==> config.mk <==
export PLATFORM = sky130hd
export DESIGN_NAME = deser_queue_flat
export DESIGN_NICKNAME = d
export VERILOG_FILES = /design/src/rtl/deser_queue_pkg.sv /design/src/rtl/deser_queue_if.sv /design/src/rtl/word_fifo.sv /design/src/rtl/deser_queue.sv /design/src/flat_wrapper.sv
export SDC_FILE = /design/constraint.sdc
export NUM_CORES = 1
export LEC_CHECK = 0
export CAP_MARGIN = 20
export CORE_ASPECT_RATIO = 0.6
export CORE_MARGIN = 2
export CORE_UTILIZATION = 50
export DETAILED_ROUTE_END_ITERATION = 12
export GPL_TIMING_DRIVEN = 0
export PLACE_DENSITY = 0.65
export SLEW_MARGIN = 30
export SYNTH_ARGS = -nofsm -noshare
export SYNTH_HDL_FRONTEND = slang
export SYNTH_SLANG_ARGS = --single-unit
==> constraint.sdc <==
create_clock -name clock -period 4.8 [get_ports clock]
set_clock_uncertainty 0.2 [all_clocks]
set_input_delay 0.96 -clock clock [delete_from_list [all_inputs] [get_ports clock]]
set_output_delay 0.96 -clock clock [all_outputs]
set_load 0.01 [all_outputs]
==> src/rtl/deser_queue_pkg.sv <==
// deser_queue_pkg: shared types and helpers for the deser_queue block.
//   deser_state_t : receive FSM states (IDLE, RECV, PUSH, WAIT_ROOM)
//   even_parity   : XOR reduction used for the optional parity check
package deser_queue_pkg;

    typedef enum logic [1:0] {
        IDLE      = 2'd0,
        RECV      = 2'd1,
        PUSH      = 2'd2,
        WAIT_ROOM = 2'd3
    } deser_state_t;

    // Widest data word the parity helper can cover.
    localparam int PARITY_MAX_W = 64;

    // Returns the bit that makes the total count of ones even.
    function automatic logic even_parity(input logic [PARITY_MAX_W-1:0] bits);
        return ^bits;
    endfunction

endpackage

==> src/rtl/deser_queue_if.sv <==
// deser_queue_if: serial input, pop request and queue status bundle.
//   master : producer/consumer side (drives data_in, write_in, dequeue_in)
//   slave  : deser_queue side (drives status, data, occupancy and error flags)
interface deser_queue_if #(
    parameter int DATA_WIDTH = 8,
    parameter int DEPTH      = 8
) ();
    logic                         data_in;
    logic                         write_in;
    logic                         status_out;
    logic                         dequeue_in;
    logic [DATA_WIDTH-1:0]        data_out;
    logic [$clog2(DEPTH+1)-1:0]   len_out;
    logic                         full_out;
    logic                         empty_out;
    logic                         overflow_out;
    logic                         parity_err_out;

    modport master (
        output data_in, write_in, dequeue_in,
        input  status_out, data_out, len_out, full_out, empty_out,
               overflow_out, parity_err_out
    );

    modport slave (
        input  data_in, write_in, dequeue_in,
        output status_out, data_out, len_out, full_out, empty_out,
               overflow_out, parity_err_out
    );
endinterface

==> src/rtl/word_fifo.sv <==
// word_fifo: DEPTH-entry circular word queue with registered read data.
//   clock, reset : system clock, asynchronous active-low reset
//   push, wdata  : write one word (caller guarantees room)
//   pop_req      : pop request; ignored while empty, data_out then holds
//   data_out     : last popped word
//   len_out      : occupancy; full_out / empty_out decoded from it
module word_fifo #(
    parameter int DATA_WIDTH = 8,
    parameter int DEPTH      = 8
) (
    input  logic                       clock,
    input  logic                       reset,
    input  logic                       push,
    input  logic [DATA_WIDTH-1:0]      wdata,
    input  logic                       pop_req,
    output logic [DATA_WIDTH-1:0]      data_out,
    output logic [$clog2(DEPTH+1)-1:0] len_out,
    output logic                       full_out,
    output logic                       empty_out
);
    localparam int AW = $clog2(DEPTH);
    localparam int LW = $clog2(DEPTH+1);

    logic [DATA_WIDTH-1:0] mem [DEPTH];
    logic [AW-1:0]         wr_ptr;
    logic [AW-1:0]         rd_ptr;
    logic [LW-1:0]         len_q;
    logic                  do_push;
    logic                  do_pop;

    assign full_out  = (len_q == LW'(DEPTH));
    assign empty_out = (len_q == '0);
    assign len_out   = len_q;
    assign do_push   = push & ~full_out;
    assign do_pop    = pop_req & ~empty_out;

    // Storage carries no reset; only pointers and occupancy define validity.
    always_ff @(posedge clock) begin
        if (do_push) begin
            mem[wr_ptr] <= wdata;
        end
    end

    always_ff @(posedge clock or negedge reset) begin
        if (!reset) begin
            wr_ptr   <= '0;
            rd_ptr   <= '0;
            len_q    <= '0;
            data_out <= '0;
        end else begin
            if (do_push) begin
                wr_ptr <= wr_ptr + AW'(1);
            end
            if (do_pop) begin
                rd_ptr   <= rd_ptr + AW'(1);
                data_out <= mem[rd_ptr];
            end
            unique case ({do_push, do_pop})
                2'b10:   len_q <= len_q + LW'(1);
                2'b01:   len_q <= len_q - LW'(1);
                default: len_q <= len_q;
            endcase
        end
    end
endmodule

==> src/rtl/deser_queue.sv <==
// deser_queue: serial-to-parallel front end feeding a word queue.
//   clock, reset : system clock, asynchronous active-low reset
//   bus (slave)  : data_in/write_in serial input (bit taken on write_in 0->1),
//                  status_out ready, dequeue_in pop, data_out/len_out/
//                  full_out/empty_out queue view, overflow_out sticky flag,
//                  parity_err_out one-cycle pulse
// Optional feature: define DESER_PARITY_EN to append an even-parity bit to
// every word; failing words are dropped and flagged.
module deser_queue
    import deser_queue_pkg::*;
#(
    parameter int DATA_WIDTH = 8,
    parameter int DEPTH      = 8,
    parameter int MSB_FIRST  = 0
) (
    input  logic          clock,
    input  logic          reset,
    deser_queue_if.slave  bus
);
`ifdef DESER_PARITY_EN
    localparam int NBITS = DATA_WIDTH + 1;
`else
    localparam int NBITS = DATA_WIDTH;
`endif
    localparam int CW = $clog2(NBITS + 1);

    deser_state_t          state_q, state_d;
    logic                  write_q;
    logic                  strobe;
    logic [CW-1:0]         cnt_q;
    logic [DATA_WIDTH-1:0] word_q;
    logic                  last_bit;
    logic                  capture;
    logic                  push;
    logic                  set_ovf;
    logic                  overflow_q;
    logic                  full;
    logic                  status;

    assign strobe   = bus.write_in & ~write_q;
    assign last_bit = (cnt_q == CW'(NBITS - 1));

`ifdef DESER_PARITY_EN
    logic par_ok;
    logic par_fail;
    logic perr_q;
    // The strobe that completes the frame carries the parity bit itself.
    assign par_ok = (even_parity(PARITY_MAX_W'(word_q)) == bus.data_in);
`endif

    always_ff @(posedge clock or negedge reset) begin
        if (!reset) begin
            state_q <= IDLE;
        end else begin
            state_q <= state_d;
        end
    end

    always_comb begin
        state_d = state_q;
        capture = 1'b0;
        push    = 1'b0;
        set_ovf = 1'b0;
        status  = 1'b0;
`ifdef DESER_PARITY_EN
        par_fail = 1'b0;
`endif
        unique case (state_q)
            IDLE: begin
                status = 1'b1;
                if (strobe) begin
                    if (full) begin
                        set_ovf = 1'b1;
                        state_d = WAIT_ROOM;
                    end else begin
                        capture = 1'b1;
                        state_d = RECV;
                    end
                end
            end
            RECV: begin
                if (strobe) begin
                    capture = 1'b1;
                    if (last_bit) begin
`ifdef DESER_PARITY_EN
                        if (par_ok) begin
                            state_d = PUSH;
                        end else begin
                            par_fail = 1'b1;
                            state_d  = IDLE;
                        end
`else
                        state_d = PUSH;
`endif
                    end
                end
            end
            PUSH: begin
                // Strobes landing here are dropped; senders wait for status.
                push    = 1'b1;
                state_d = IDLE;
            end
            WAIT_ROOM: begin
                if (strobe) begin
                    set_ovf = 1'b1;
                end
                if (!full) begin
                    state_d = IDLE;
                end
            end
            default: state_d = IDLE;
        endcase
    end

    always_ff @(posedge clock or negedge reset) begin
        if (!reset) begin
            write_q    <= 1'b0;
            cnt_q      <= '0;
            overflow_q <= 1'b0;
        end else begin
            write_q <= bus.write_in;
            if (capture) begin
                cnt_q <= last_bit ? '0 : cnt_q + CW'(1);
            end
            if (set_ovf) begin
                overflow_q <= 1'b1;
            end
        end
    end

    // Bits land directly at their final word position, so no shift is needed
    // and a frame aborted by reset simply gets overwritten by the next one.
    always_ff @(posedge clock) begin
        if (capture) begin
            for (int i = 0; i < DATA_WIDTH; i++) begin
                if (cnt_q == CW'((MSB_FIRST != 0) ? (DATA_WIDTH - 1 - i) : i)) begin
                    word_q[i] <= bus.data_in;
                end
            end
        end
    end

`ifdef DESER_PARITY_EN
    always_ff @(posedge clock or negedge reset) begin
        if (!reset) begin
            perr_q <= 1'b0;
        end else begin
            perr_q <= par_fail;
        end
    end
    assign bus.parity_err_out = perr_q;
`else
    assign bus.parity_err_out = 1'b0;
`endif

    assign bus.status_out   = status;
    assign bus.overflow_out = overflow_q;
    assign bus.full_out     = full;

    word_fifo #(
        .DATA_WIDTH (DATA_WIDTH),
        .DEPTH      (DEPTH)
    ) u_fifo (
        .clock      (clock),
        .reset      (reset),
        .push       (push),
        .wdata      (word_q),
        .pop_req    (bus.dequeue_in),
        .data_out   (bus.data_out),
        .len_out    (bus.len_out),
        .full_out   (full),
        .empty_out  (bus.empty_out)
    );
endmodule

==> src/flat_wrapper.sv <==
// flat-port wrapper written by rule: the top's interface ports become plain ports
module deser_queue_flat import deser_queue_pkg::*;
#(
    parameter int DATA_WIDTH = 8,
    parameter int DEPTH      = 8,
    parameter int MSB_FIRST  = 0
)
  (clock, reset, bus_data_in, bus_write_in, bus_dequeue_in, bus_status_out, bus_data_out, bus_len_out, bus_full_out, bus_empty_out, bus_overflow_out, bus_parity_err_out);
  deser_queue_if #(.DATA_WIDTH(DATA_WIDTH), .DEPTH(DEPTH)) bus_i ();
  input  logic clock;
  input  logic reset;
  input wire logic [$bits(bus_i.data_in)-1:0] bus_data_in;
  input wire logic [$bits(bus_i.write_in)-1:0] bus_write_in;
  input wire logic [$bits(bus_i.dequeue_in)-1:0] bus_dequeue_in;
  output wire logic [$bits(bus_i.status_out)-1:0] bus_status_out;
  output wire logic [$bits(bus_i.data_out)-1:0] bus_data_out;
  output wire logic [$bits(bus_i.len_out)-1:0] bus_len_out;
  output wire logic [$bits(bus_i.full_out)-1:0] bus_full_out;
  output wire logic [$bits(bus_i.empty_out)-1:0] bus_empty_out;
  output wire logic [$bits(bus_i.overflow_out)-1:0] bus_overflow_out;
  output wire logic [$bits(bus_i.parity_err_out)-1:0] bus_parity_err_out;
  assign bus_i.data_in = bus_data_in;
  assign bus_i.write_in = bus_write_in;
  assign bus_i.dequeue_in = bus_dequeue_in;
  assign bus_status_out = bus_i.status_out;
  assign bus_data_out = bus_i.data_out;
  assign bus_len_out = bus_i.len_out;
  assign bus_full_out = bus_i.full_out;
  assign bus_empty_out = bus_i.empty_out;
  assign bus_overflow_out = bus_i.overflow_out;
  assign bus_parity_err_out = bus_i.parity_err_out;
  deser_queue #(.DATA_WIDTH(DATA_WIDTH), .DEPTH(DEPTH), .MSB_FIRST(MSB_FIRST)) u_core (.clock(clock), .reset(reset), .bus(bus_i));
endmodule
==> flow_summary_export.csv, run 1 <==
group,metric,value,unit
worst_hold_path,min_to,"u_core.u_fifo.data_out[2]",
yosys,async_reset_ff_share,26.53,%
yosys,syn_area,4126,µm²
global_route,grt_pass1_vias,2193,
clock_network,numCtsBuffers,9,
outcome,status,"completed",
clock_network,cts-root-buf,"clkbuf_16",
worst_setup_path,r2r_slack,1.81,ns
yosys,synth-seq-cells,98,
placed_design,place_inst,390,
clock_network,clkSinkCount,98,
clock_network,cts_max_path_buffers,2,
worst_setup_path,r2r-end,"u_core.u_fifo.len_out[3]",
yosys,synth_top_area_share,52.40,%
final_layout,drive_above_1_share,13.09,%
timing,setup_tns,0,ns
global_route,grt_pass1_wl,11960,µm
clock_network,cts_tree,"done",
placed_design,place_congestion,0.7631,
yosys,ys_types,38,
final_layout,fin_nets,312,
timing,setup_violations,0,
worst_setup_path,crit_start,"u_core.u_fifo.len_out[0]",
worst_setup_path,cp_top_family,"buffers and inverters",
yosys,yosysWarnings,0,
placed_design,io_buffer_count,20,
placed_design,dp_hpwl,4795,µm
yosys,avgSynthCellArea,15.75,µm²
placed_design,dp_slack,1.505,ns
worst_setup_path,crit_type,"reg2out",
yosys,synth.area.top_cells,"edfxtp_1 52%, dfrtp_1 16%, mux4_2 8.7%",
yosys,synth_fp_nets,281,
timing,period_share,66.54,%
worst_setup_path,cp_slowest_stage_delay,0.63,ns
floorplanning,die-area,9020,µm²
global_route,antenna_found_initial,0,
timing,fin_hold_ws,0.2795,ns
clock_network,post_cts_buffers,0,
timing,setup_slack,1.606,ns
final_layout,n_antenna_cell,0,
timing,hold_viol,0,
yosys,synth_top_area_cell,"edfxtp_1",
timing,rsz0062_at_grt,"no",
floorplanning,die_w,121.3,µm
floorplanning,io_pins,22,
yosys,yosysMostFrequentCell,"edfxtp_1",
worst_setup_path,critPathMaxFanout,7,
timing,fmax,0.3131,GHz
floorplanning,chipHeight,74.37,µm
yosys,ys_seq_area_share,68.16,%
clock_network,clk_pin_slew,0.06,ns
floorplanning,start_util,51.94,%
timing,max-slew-margin-rel,47.24,%
worst_setup_path,crit_chain,"buf_2 -> nor4b_4 -> clkdlybuf4s50_1",
worst_setup_path,crit_required,3.64,ns
power_and_ir_drop,irDropWorstVdd,312.8,µV
detailed_routing,drc,0,
timing,fin_crit,3.194,ns
clock_network,clk_latency,0.34,ns
floorplanning,coreArea,7945,µm²
timing,maxSlewViolCount,0,
worst_setup_path,start_kind,"flop",
global_route,gr-usage-met3,7.132,%
global_route,gr-usage-met2,25.66,%
floorplanning,row_count,25,
global_route,grt-ovfl-total,0,
worst_hold_path,hold_depth,2,
yosys,syn_inst,262,
worst_setup_path,reg2reg_from,"u_core.u_fifo.len_out[0]",
clock_network,ctsHoldBuffers,0,
worst_setup_path,critical_path_arrival,2.03,ns
worst_setup_path,crit_buf_inv,2,
timing,worst-slew-pin-transition,0.7885,ns
power_and_ir_drop,power.leakage,0.001711,µW
global_route,grt_start_max_net_pins,27,
power_and_ir_drop,power.density,603.9,nW/µm²
worst_setup_path,endpoint_kind,"primary output",
global_route,track_usage,18.87,%
detailed_routing,vias_per_cell,5.239,
clock_network,cts_resized,0,
detailed_routing,wl_per_cell,17.54,µm
yosys,synth_edf_count,72,
global_route,gr-usage-met1,27.21,%
worst_hold_path,min_path_type,"reg2reg",
worst_setup_path,reg2reg_depth,9,
final_layout,synthToLayoutAreaGrowth,14.98,%
yosys,synthTopCellsByCount,"72 x edfxtp_1, 28 x nand2_1, 26 x dfrtp_1",
final_layout,multiInputGateArea,1229,µm²
final_layout,fin_cells,406,
detailed_routing,drt_wl_total,7123,µm
global_route,top_usage_layer,"met1",
worst_setup_path,cp_slowest_cell,"clkdlybuf4s50_1",
clock_network,htreeDepth,3,
job,drv_cap,0,
final_layout,regArea,2813,µm²
detailed_routing,dr.first_iter.drc_count,138,
yosys,ys.flop_type,"edfxtp_1",
detailed_routing,drtPass1Iterations,4,
final_layout,fill_cells,636,
power_and_ir_drop,total_power,2865,µW
worst_hold_path,hp-start,"u_core.u_fifo.data_out[2]",
detailed_routing,via_count,2127,
detailed_routing,ant_nets,0,
layout make-up:
cell class	count	share of cell area (%)
Clock buffer	14	5.142
Sequential cell	98	59.28
Timing Repair Buffer	20	4.114
Multi-Input combinational cell	142	25.90
Tap cell	108	2.848
Buffer	9	0.9757
Clock inverter	2	0.7120
Inverter	13	1.028
cell usage in the layout (no fill, tap or decap), drive strengths merged, types with 7 or more instances in the layout:
cell	Yosys	routed
a21oi	7	7
buf	7	8
ha	13	13
nand2	28	28
clkbuf	2	16
mux4	16	16
clkdlybuf4s50	0	19
o21ai	15	15
nand2b	9	9
mux2i	8	8
nor2	14	14
dfrtp	26	26
edfxtp	72	72
inv	13	13
metrics by stage:
step           cell area [µm²]  util [%]
2_1_floorplan             4126         -
3_3_place_gp              4462     56.16
3_5_place_dp              4467     56.22
4_1_cts                   4745     59.72
5_1_grt                   4745     59.72
6_report                  4745     59.72
report_power, final:
part / leakage, µW / internal, µW / total [µW] / switching [µW]
Combinational: 0.000614 / 459 / 961 / 503
Clock: 0.000133 / 403 / 682 / 279
Sequential: 0.000964 / 1090 / 1220 / 131
Total: 0.00171 / 1950 / 2860 / 913
flip-flops by register name, summed over array words and instances, names as in the netlist:
| signal | flops |
|---|---|
| u_core.u_fifo.mem | 64 |
| u_core.u_fifo.data_out | 8 |
| u_core.word_q | 8 |
| u_core.cnt_q | 4 |
| u_core.u_fifo.len_out | 4 |
| u_core.u_fifo.rd_ptr | 3 |
| u_core.u_fifo.wr_ptr | 3 |
| u_core.state_q | 2 |
| u_core.bus.overflow_out | 1 |
| u_core.write_q | 1 |
worst register-to-register path: cells and delay by family, from the launching register on:
family | cells | cell delay, ns
and+or+nand+nor | 2 | 0.69
AOI/OAI and AO/OA | 3 | 0.64
adders and majority gates | 2 | 0.62
DFF | 1 | 0.37
buffers and inverters | 2 | 0.36
kinds of logic after synthesis:
kind of cell | Yosys count | synth area share [%]
flip-flops | 98 | 68.16
AND/OR/NAND/NOR | 67 | 8.186
AO/OA/AOI/OAI | 29 | 4.609
multiplexers | 25 | 10.95
buffers and inverters | 22 | 2.304
adder cells (fa/ha/maj) | 14 | 4.427
XOR/XNOR | 6 | 1.273
other | 1 | 0.09088
layer usage:
metal | wire [µm] | part of all wire, % | vias to the layer above
met1 | 3544 | 50 | 1042
met3 | 373 | 5.2 | 10
met4 | 139 | 2.0 | 0
li1 | - | - | 1031
met5 | 0 | 0 | -
met2 | 3065 | 43 | 44
worst max path at each step:
stage	endpoint	slack, ns	cells after the start
finish	bus_full_out	1.61	3
global route	bus_full_out	1.49	2
CTS	bus_full_out	1.59	3
detailed placement	u_core.u_fifo.len_out[3]	1.50	8
global placement	u_core.u_fifo.len_out[3]	1.53	8
floorplan	u_core.u_fifo.len_out[3]	2.10	9
No activity file was read; power rests on OpenSTA's default activity.
==> inputs of run 2 (changes only) <==
Settings changed: PLACE_DENSITY 0.65 to 0.68.
Clock period 4.8 ns to 2.8 ns, I/O delays scaled along.
==> run 2 against run 1 <==
Hold slack worse by 0.25 ns. Clock power is 92% higher. Sequential share of layout area fell by 0.97 points. Design area rose by 1.7%. Flip-flop and latch count is the same. First-iteration DRC count is 5.8% higher. Final cell count increased by 0.49%. Sequential power is 71% higher. Combinational power up 76%. Clock-buffer cell count decreased by 3. Largest power group unchanged. Highest routed layer unchanged.
==> flow_summary_export.csv, run 2 (same netlist as run 1, synthesis figures left out) <==
group,metric,value,unit
global_route,top_usage_layer,"met1",
worst_setup_path,critPathMaxFanout,6,
final_layout,fin_nets,314,
worst_setup_path,r2r-end,"u_core.u_fifo.len_out[3]",
power_and_ir_drop,irDropWorstVdd,443.3,µV
placed_design,place_congestion,0.8282,
final_layout,drive_above_1_share,17.00,%
power_and_ir_drop,intPower,3478,µW
final_layout,fill_cells,618,
final_layout,synthToLayoutAreaGrowth,16.95,%
global_route,grt_pass1_vias,2055,
clock_network,htreeDepth,3,
final_layout,n_antenna_cell,0,
clock_network,clk_latency,0.34,ns
global_route,gr-usage-met2,25.34,%
detailed_routing,vias_per_cell,5.343,
timing,rsz0062_at_grt,"no",
power_and_ir_drop,power.density,1053,nW/µm²
clock_network,cts_max_path_buffers,2,
placed_design,dp_hpwl,4667,µm
global_route,grt_pass1_wl,11470,µm
final_layout,mostFrequentLayoutCell,"edfxtp_1",
timing,setup_violations,0,
placed_design,dp_slack,-0.1845,ns
power_and_ir_drop,p_sw,1605,µW
worst_setup_path,crit_required,2.04,ns
timing,worst-slew-pin-transition,0.8008,ns
timing,setup_slack,0.1313,ns
detailed_routing,drc,0,
global_route,gr-usage-met1,26.63,%
worst_setup_path,reg2reg_from,"u_core.u_fifo.len_out[0]",
floorplanning,die_w,121.3,µm
power_and_ir_drop,clockPowerShare,25.7,%
clock_network,numCtsBuffers,9,
final_layout,top_regs,"u_core.u_fifo.mem: 64 flops, u_core.u_fifo.data_out: 8 flops, u_core.word_q: 8 flops",
clock_network,clk_pin_slew,0.07,ns
detailed_routing,drt_wl_total,6959,µm
detailed_routing,drtPass1Iterations,4,
floorplanning,chipHeight,74.37,µm
job,drv_cap,0,
timing,fin_crit,2.669,ns
clock_network,cts-root-buf,"clkbuf_16",
worst_setup_path,crit_type,"reg2out",
final_layout,largest_register_ffs,64,
floorplanning,coreArea,7945,µm²
global_route,grt_start_max_net_pins,27,
power_and_ir_drop,total_power,5082,µW
global_route,track_usage,17.79,%
detailed_routing,via_count,2180,
power_and_ir_drop,power.leakage,0.001748,µW
clock_network,clkSinkCount,98,
global_route,grt-ovfl-total,0,
detailed_routing,ant_nets,0,
final_layout,top_register,"u_core.u_fifo.mem",
final_layout,final_area,4826,µm²
timing,maxSlewViolCount,0,
timing,max-slew-margin-rel,46.32,%
worst_hold_path,min_path_type,"in2async",
floorplanning,row_count,25,
power_and_ir_drop,sw_frac_of_total,31.57,%
power_and_ir_drop,pwr-share-seq,41.0,%
timing,period_share,95.31,%
outcome,status,"completed",
placed_design,placed_area,4467,µm²
floorplanning,die-area,9020,µm²
timing,fmax,0.3747,GHz
timing,hold_viol,0,
placed_design,io_buffer_count,20,
floorplanning,start_util,51.94,%
worst_setup_path,reg2reg_depth,10,
detailed_routing,dr.first_iter.drc_count,146,
worst_setup_path,endpoint_kind,"primary output",
global_route,gr-usage-met3,6.212,%
final_layout,fin_util,60.74,%
worst_setup_path,critical_path_arrival,1.91,ns
final_layout,mostFrequentLayoutCells,"72 x edfxtp_1, 28 x nand2_1, 25 x dfrtp_1",
worst_setup_path,r2r_slack,0.25,ns
timing,setup_tns,0,ns
power_and_ir_drop,combPwrFrac,33.2,%
clock_network,ctsHoldBuffers,0,
global_route,antenna_found_initial,0,
floorplanning,io_pins,22,
clock_network,cts_tree,"done",
worst_setup_path,start_kind,"flop",
detailed_routing,wl_per_cell,17.06,µm
-- run 2: cell count changes in the layout (fill, tap and decap cells not counted), sizes merged --
| cell | previous run | this run |
|---|---|---|
| inv | 13 | 14 |
| buf | 8 | 10 |
| clkbuf | 16 | 13 |
| clkinvlp | 0 | 2 |
-- run 2: power by group through the flow --
stage                     clock network [µW]  registers [µW]  logic [µW]
after global routing                    1400            2130        1870
after global placement                     0            2100        1640
after detailed placement                   0            2110        1670
after CTS                               1330            2080        1690
final                                   1310            2090        1690
after floorplan                            0            2100        1120
-- run 2: cell type report --
cell class	count	area (µm²)	share of cell area, %
flip-flops and latches	98	2814	58.31
multi-input cells	142	1240	25.69
clock buffers	11	275.3	5.704
repair buffers	22	210.2	4.356
well taps	108	135.1	2.800
clock inverters	5	56.30	1.167
inverters	13	48.80	1.011
plain buffers	9	46.29	0.9593
-- run 2: metal layers --
layer | vias to the layer above | wire length [µm]
li1 | 1041 | -
met1 | 1076 | 3587
met2 | 56 | 2937
met3 | 7 | 370
met4 | 0 | 63
met5 | - | 0
-- run 2: worst max-delay path, stage by stage (launching register included) --
cell,delay (ns)
dfrtp_1,0.38
buf_2,0.18
nor4b_4,0.27
buf_4,0.20
clkdlybuf4s50_1,0.54
-- run 2: worst max-delay path by stage --
stage	startpoint	end
floorplan	u_core.u_fifo.len_out[0]	u_core.u_fifo.len_out[3]
global placement	u_core.u_fifo.len_out[0]	u_core.u_fifo.len_out[3]
detailed placement	u_core.u_fifo.len_out[0]	u_core.u_fifo.len_out[3]
CTS	u_core.u_fifo.len_out[1]	u_core.u_fifo.len_out[3]
global route	u_core.u_fifo.len_out[0]	bus_full_out
finish	u_core.u_fifo.len_out[0]	bus_full_out
-- run 2: repair_timing --
item / 4_1_cts / 5_1_grt
endpoints found under the setup margin: 3 / 2
setup buffers: 2 / 0
gates resized for setup: 0 / 5
pin swaps: 2 / 0
-- run 2: metrics by stage --
stage / hold WS [ns] / instances
after floorplan: 0.06441 / 262
after global routing: 0.07998 / 408
after global placement: 0.2551 / 390
final: 0.02461 / 408
after detailed placement: 0.2594 / 390
after CTS: 0.04613 / 408
